===== src/rtl/mem_access_unit.sv =====
// mem_access_unit
//   MEM-stage load/store controller feeding the MEM/WB register. Accepts the
//   access held in EX/MEM, runs a req/ack handshake with data memory, and
//   stalls the upstream pipeline while the access is outstanding. The raw
//   read word is captured into MEM_ReadData. Load-type extraction is done in WB.
//
// Ports
//   clk, rst_n                  clock, asynchronous active-low reset
//   ex_mem_valid/memread/memwrite/size/addr/wdata   access from EX/MEM
//   dmem_req/we/addr/be/wdata   registered request to data memory
//   dmem_ack, dmem_rdata        completion pulse and read word from memory
//   mem_stall                   freeze IF/ID/EX/EX-MEM this cycle
//   MEM_ReadData                captured read word, to MEM/WB
//   align_err                   1-cycle pulse, misaligned access dropped
//   bus_err                     high in the DONE cycle of a timed-out access
module mem_access_unit #(
    parameter int TIMEOUT = 16,
    parameter int CNT_W   = 5
) (
    input  logic        clk,
    input  logic        rst_n,
    input  logic        ex_mem_valid,
    input  logic        ex_mem_memread,
    input  logic        ex_mem_memwrite,
    input  logic [1:0]  ex_mem_size,
    input  logic [31:0] ex_mem_addr,
    input  logic [31:0] ex_mem_wdata,
    output logic        dmem_req,
    output logic        dmem_we,
    output logic [31:0] dmem_addr,
    output logic [3:0]  dmem_be,
    output logic [31:0] dmem_wdata,
    input  logic        dmem_ack,
    input  logic [31:0] dmem_rdata,
    output logic        mem_stall,
    output logic [31:0] MEM_ReadData,
    output logic        align_err,
    output logic        bus_err
);

    typedef enum logic [1:0] {IDLE, REQ, DONE} state_t;

    state_t           state_reg, state_next;
    logic [CNT_W-1:0] cnt_reg;

    logic        access;
    logic        misaligned;
    logic        launch;
    logic        timeout_hit;
    logic [3:0]  be_next;
    logic [31:0] wdata_next;
    logic [3:0]  byte_sel;

    assign access      = ex_mem_valid & (ex_mem_memread | ex_mem_memwrite);
    assign misaligned  = ((ex_mem_size == 2'b01) & ex_mem_addr[0]) |
                         (ex_mem_size[1] & (ex_mem_addr[1:0] != 2'b00));
    assign timeout_hit = (cnt_reg == CNT_W'(TIMEOUT - 1));

    // One-hot byte lane selected by the low address bits.
    genvar gi;
    generate
        for (gi = 0; gi < 4; gi++) begin : g_byte_sel
            assign byte_sel[gi] = (ex_mem_addr[1:0] == 2'(gi));
        end
    endgenerate

    // Byte enables and lane-replicated store data. Size 11 behaves as word.
    always_comb begin
        be_next    = 4'b1111;
        wdata_next = ex_mem_wdata;
        case (ex_mem_size)
            2'b00: begin
                be_next    = byte_sel;
                wdata_next = {4{ex_mem_wdata[7:0]}};
            end
            2'b01: begin
                be_next    = ex_mem_addr[1] ? 4'b1100 : 4'b0011;
                wdata_next = {2{ex_mem_wdata[15:0]}};
            end
            default: begin
                be_next    = 4'b1111;
                wdata_next = ex_mem_wdata;
            end
        endcase
    end

    // Next-state and combinational handshake outputs.
    always_comb begin
        state_next = state_reg;
        mem_stall  = 1'b0;
        align_err  = 1'b0;
        launch     = 1'b0;
        case (state_reg)
            IDLE: begin
                if (access && !misaligned) begin
                    mem_stall  = 1'b1;
                    launch     = 1'b1;
                    state_next = REQ;
                end else if (access) begin
                    align_err = 1'b1;
                end
            end
            REQ: begin
                mem_stall = 1'b1;
                if (dmem_ack || timeout_hit) begin
                    state_next = DONE;
                end
            end
            DONE: begin
                // Instruction moves into MEM/WB at this edge; never relaunch.
                state_next = IDLE;
            end
            default: state_next = IDLE;
        endcase
    end

    always_ff @(posedge clk or negedge rst_n) begin
        if (!rst_n) begin
            state_reg    <= IDLE;
            cnt_reg      <= '0;
            dmem_req     <= 1'b0;
            dmem_we      <= 1'b0;
            dmem_addr    <= '0;
            dmem_be      <= '0;
            dmem_wdata   <= '0;
            MEM_ReadData <= '0;
            bus_err      <= 1'b0;
        end else begin
            state_reg <= state_next;
            case (state_reg)
                IDLE: begin
                    if (launch) begin
                        dmem_req   <= 1'b1;
                        // Read and write both set is treated as a store.
                        dmem_we    <= ex_mem_memwrite;
                        dmem_addr  <= {ex_mem_addr[31:2], 2'b00};
                        dmem_be    <= be_next;
                        dmem_wdata <= wdata_next;
                        cnt_reg    <= '0;
                    end
                end
                REQ: begin
                    if (dmem_ack) begin
                        dmem_req <= 1'b0;
                        if (!dmem_we) begin
                            MEM_ReadData <= dmem_rdata;
                        end
                    end else if (timeout_hit) begin
                        dmem_req     <= 1'b0;
                        MEM_ReadData <= '0;
                        bus_err      <= 1'b1;
                    end else begin
                        cnt_reg <= cnt_reg + 1'b1;
                    end
                end
                DONE: begin
                    bus_err <= 1'b0;
                end
                default: ;
            endcase
        end
    end

endmodule


===== config.mk =====
export PLATFORM = sky130hd
export DESIGN_NAME = mem_access_unit
export DESIGN_NICKNAME = d
export VERILOG_FILES = /design/src/rtl/mem_access_unit.sv
export SDC_FILE = /design/constraint.sdc
export NUM_CORES = 1
export LEC_CHECK = 0
export ABC_CLOCK_PERIOD_IN_PS = 2930
export CAP_MARGIN = 20
export CORE_MARGIN = 4
export CORE_UTILIZATION = 30
export CTS_CLUSTER_SIZE = 8
export DETAILED_ROUTE_END_ITERATION = 7
export HOLD_SLACK_MARGIN = 0.03
export PLACE_DENSITY = 0.62
export SLEW_MARGIN = 40
export SYNTH_ARGS = -nofsm -noshare
export SYNTH_HDL_FRONTEND = slang
export SYNTH_SLANG_ARGS = --single-unit

===== constraint.sdc =====
create_clock -name clk -period 2.93 [get_ports clk]
set_input_delay 0.586 -clock clk [delete_from_list [all_inputs] [get_ports clk]]
set_output_delay 0.586 -clock clk [all_outputs]
set_load 0.01 [all_outputs]

; ---- Yosys cells after proc, flatten, opt, wreduce, memory -nomap -nowiden
; Index checks and enable logic that the tools add are counted.
[classes]
n_addsub = 1
n_mul = 0
div_mod_pow = 0
n_lt_le_gt_ge = 0
n_eq_ne = 15
shift = 0
muxes = 26
bitwise = 5
reduce_logical = 16
[op_table]
columns = cell, n
row1 = 2-to-1 mux 32 bit, 3
row2 = case mux 32 bit (2 select lines), 1
row3 = 2-to-1 mux 5 bit, 3
row4 = "!= test 2 bit, second input constant", 7
row5 = 2-to-1 mux 1 bit, 10
row6 = case mux 5 bit (2 select lines), 1
row7 = AND reduction 3 bit, 3
row8 = case mux 4 bit (2 select lines), 1
row9 = nonzero test 2 bit, 4
row10 = "== test 2 x 1 -> 1 bit, second input constant", 3
row11 = "== test 2 bit, second input constant", 3
row12 = zero test 2 bit, 3
row13 = case mux 1 bit (2 select lines), 3
row14 = "adder 5 x 1 -> 5 bit, second input constant", 1
row15 = "== test 5 x 4 -> 1 bit, second input constant", 1
row16 = 2-to-1 mux 2 bit, 2
row17 = 2-to-1 mux 4 bit, 1
row18 = case mux 2 bit (2 select lines), 1
row19 = AND reduction 2 bit, 2
row20 = AND reduction 4 bit, 1
row21 = AND 1 bit, 3
row22 = "!= test 3 bit, second input constant", 1
row23 = bitwise OR 1 bit, 2
row24 = logical AND 1 bit, 1
row25 = 2 further kinds, 2
[totals]
register_bits = 108
latch_bits = 0
ramBits = 0
romBits = 0
input_bits = 104
wordCells = 72
memories = 0

; ---- Logic depth before layout (Yosys ltp)
[depth]
word_depth = 9
mapped_depth = 7

; ---- Worst setup path before layout
; No wires, ideal clock.
[synth_path]
path_kind = in2out
startpoint = input ex_mem_valid
endpoint = output mem_stall
arrival_time_ns = 1.954
t_required_ns = 2.344
path_slack_ns = 0.390
path_stages = 6
path_cell_list = or3b_1 > buf_2 > or4_1 > buf_6 > buf_6 > nand2_1
[synth_via]
elab_chain_cells = 4
[synth_rtl]
columns = item, line_no
row1 = from (decl), 22  ; input logic ex_mem_valid,
row2 = AND 1 bit, 54  ; assign access = ex_mem_valid & (ex_mem_memread | ex_mem_memwrite);
row3 = logical AND 1 bit, 95  ; if (access && !misaligned) begin
row4 = 2-to-1 mux 1 bit, 95
row5 = case mux 1 bit (2 select lines), 93  ; case (state_reg)
row6 = to (decl), 35  ; output logic mem_stall,
; Every way passes these cells.

; ---- Final worst setup path
; Ends and elaborated chain as after synthesis.

==> reports/metrics.cfg <==
[clocking]
cts_setup_buffers = 0
cts_tree = built
clock_latency_ns = 0.35
cts.reportedPaths.clkPinSlew_ns = 0.07
cts_htree_levels = 3
cts_buffer_depth = 2
cts-buffers-inserted = 9
cts_hold_buf = 0
clock_tree.root_cell = sky130_fd_sc_hd__clkbuf_16
clock_sink_count = 108

[sta]
whs_ns = 0.218
hold_violations = 0
clock_skew_ns = 0.00805
final_period_minus_worst_setup_slack_ns = 2.76
max_frequency_mhz = 362
final_min_period_over_clock_period = 0.942
timing_worst_slew_pin_value_ns = 0.641
final-setup-viol-count = 0
rsz0062_at_grt = no
slew_violations = 0
max-slew-margin-rel = 0.572

[synth]
yosys_register_bits = 108
post_synth_inst_count = 400
synth_seq_area_share = 0.551
yosysTopAreaCell = sky130_fd_sc_hd__dfrtp_1
async_reset_ff_frac = 1.00
post_synthesis_cell_type_count = 39
syn_area_per_cell_um2 = 12.3
synth_top_area_frac = 0.551
post_synth_instance_area_um2 = 4900
netlist_top_cells_area = sky130_fd_sc_hd__dfrtp_1, sky130_fd_sc_hd__mux2_2, sky130_fd_sc_hd__mux2i_1, sky130_fd_sc_hd__nand2_1, sky130_fd_sc_hd__inv_1
ys_warn_count = 0
synth_top_flop_cell = sky130_fd_sc_hd__dfrtp_1
synth-edff-count = 0

[finish]
final_layout_size_suffix_gt1_frac = 0.195
final_cell_mix = sky130_fd_sc_hd__clkdlybuf4s50_1, sky130_fd_sc_hd__dfrtp_1, sky130_fd_sc_hd__mux2_2
most_common_cell_after_layout_fill_and_taps_aside = sky130_fd_sc_hd__clkdlybuf4s50_1
final_core_utilization = 0.472
finish.net_count = 714
layout_top_registers = MEM_ReadData x32, dmem_wdata x32, dmem_addr x30
areaGrowthSynthToFinish_pct = 53.4
num_antenna_cells = 0

[worst_setup_path]
crit_required_ns = 2.34
worst-endpoint-arrival_ns = 2.17
worst-setup-path-type = in -> out
crit-reg2reg-launch = cnt_reg[0]$_DFFE_PN0P_
critical_path_peak_fanout = 2
timing.critical_path.from = ex_mem_valid
start_kind = input port
end_kind = output port
worst-r2r-cell-count = 6

[global_route]
met3_layer_usage_reported_by_global_route = 0.0570
maximum_number_of_pins_on_one_net_before_global_route_repair = 71
grt.overflow.total = 0
grtUsageTotal = 0.140
groute.layer.met1.usage = 0.160
via_count_of_the_first_global_routing_pass = 4095
groute.layer.met2.usage = 0.236
gr-max-usage-layer = met2
grt_antenna_before_repair = 0
grt_pass1_wl_um = 20300

[routing]
via_count = 3753
route.antenna.remaining_nets = 0
vias_per_cell = 4.54
detail_route.iter0.violations = 113
tritonroute_pass_1_iters = 4
avgRoutedWirePerCell_um = 15.4
postRouteWirelength_um = 12700
drcViolationCount = 0

[power]
max-vdd-ir-drop_uv = 380
p_leak_nw = 3.44
power.total_mw = 5.95
power_per_cell_area_nw_per_um2 = 791

[placement]
detailedPlacementHpwl_um = 9390
globalplace.congestion = 0.728
place.port_buffers = 206

[hold_path]
holdCritPathClass = in -> async

[floorplanning]
die_width_um = 136
io_pins = 209
floorplan.rows = 46
floorplan_die_height_um = 136
dieArea_um2 = 18500
coreArea_um2 = 15900
floorplan.initialDensity = 0.308

[flow_run]
drv.max_cap_violation_count = 0

[status]
status = finished clean

-- metrics by stage --
stage / std cells / setup WS (ns) / TNS, ns / area [um2]
after floorplan: 401 / 0.390 / 0 / 4910
after global placement: 812 / -0.471 / -8.51 / 7200
after detailed placement: 812 / -0.482 / -0.670 / 7200
after CTS: 827 / 0.149 / 0 / 7520
after global routing: 827 / 0.121 / 0 / 7520
final: 827 / 0.170 / 0 / 7520
-- cell type report --
cell class,instances,area [um2]
fill,1473,8420
sequential,108,2700
timing repair buffer,220,2180
multi-input combinational,230,1910
tap,216,270
clock buffer,9,225
inverter,38,143
clock inverter,6,87.6
-- repair_timing --
action / in CTS / in global routing
hold endpoints to repair: 0 / 0
endpoints found under the setup margin: 2 / 0
gates resized for setup: 7 / 0
-- critical path, stage by stage --
cell,delay (ns)
sky130_fd_sc_hd__clkdlybuf4s50_1,0.45
sky130_fd_sc_hd__or3b_1,0.37
sky130_fd_sc_hd__or4_4,0.53
sky130_fd_sc_hd__nand2_1,0.09
sky130_fd_sc_hd__buf_4,0.14
-- cell families after synthesis --
logic type	share of synthesized area
flops	0.551
simple gates	0.0727
fa+ha+maj	0.00766
mux	0.263
compound gates	0.0406
other cells	0.000765
xor+xnor	0.00179
buf+inv	0.0623
-- cell usage after synthesis (3+ instances only) --
cell / n
sky130_fd_sc_hd__dfrtp_1: 108
sky130_fd_sc_hd__mux2_2: 79
sky130_fd_sc_hd__nand2_1: 47
sky130_fd_sc_hd__mux2i_1: 40
sky130_fd_sc_hd__inv_1: 38
sky130_fd_sc_hd__o21ai_0: 12
sky130_fd_sc_hd__clkbuf_1: 9
sky130_fd_sc_hd__nor2_1: 9
sky130_fd_sc_hd__buf_6: 8
sky130_fd_sc_hd__buf_1: 5
sky130_fd_sc_hd__a31o_2: 3
sky130_fd_sc_hd__ha_1: 3
sky130_fd_sc_hd__nand3_1: 3
-- where the power goes --
part / total (mW) / internal, mW / switching, mW
clock: 1.31 / 0.748 / 0.558
combinational: 2.31 / 1.43 / 0.886
sequential: 2.33 / 2.03 / 0.294
total: 5.95 / 4.21 / 1.74
-- worst paths after layout --
path / slack [ns] / endpoint
max reg2reg: 0.68 / cnt_reg[2]$_DFFE_PN0P_
min in group clk: 0.50 / dmem_addr[17]$_DFFE_PN0P_
min reg2reg: 0.50 / dmem_addr[17]$_DFFE_PN0P_
max: 0.17 / mem_stall
min: 0.22 / MEM_ReadData[10]$_DFFE_PN0P_
max in group asynchronous: 2.04 / dmem_addr[9]$_DFFE_PN0P_
-- routing by layer --
metal,wire [um],up-vias
li1,-,1764
met1,5030,1838
met2,6220,136
met3,1290,15
met4,209,0
met5,0,-
No activity file was read; power rests on OpenSTA's default activity.
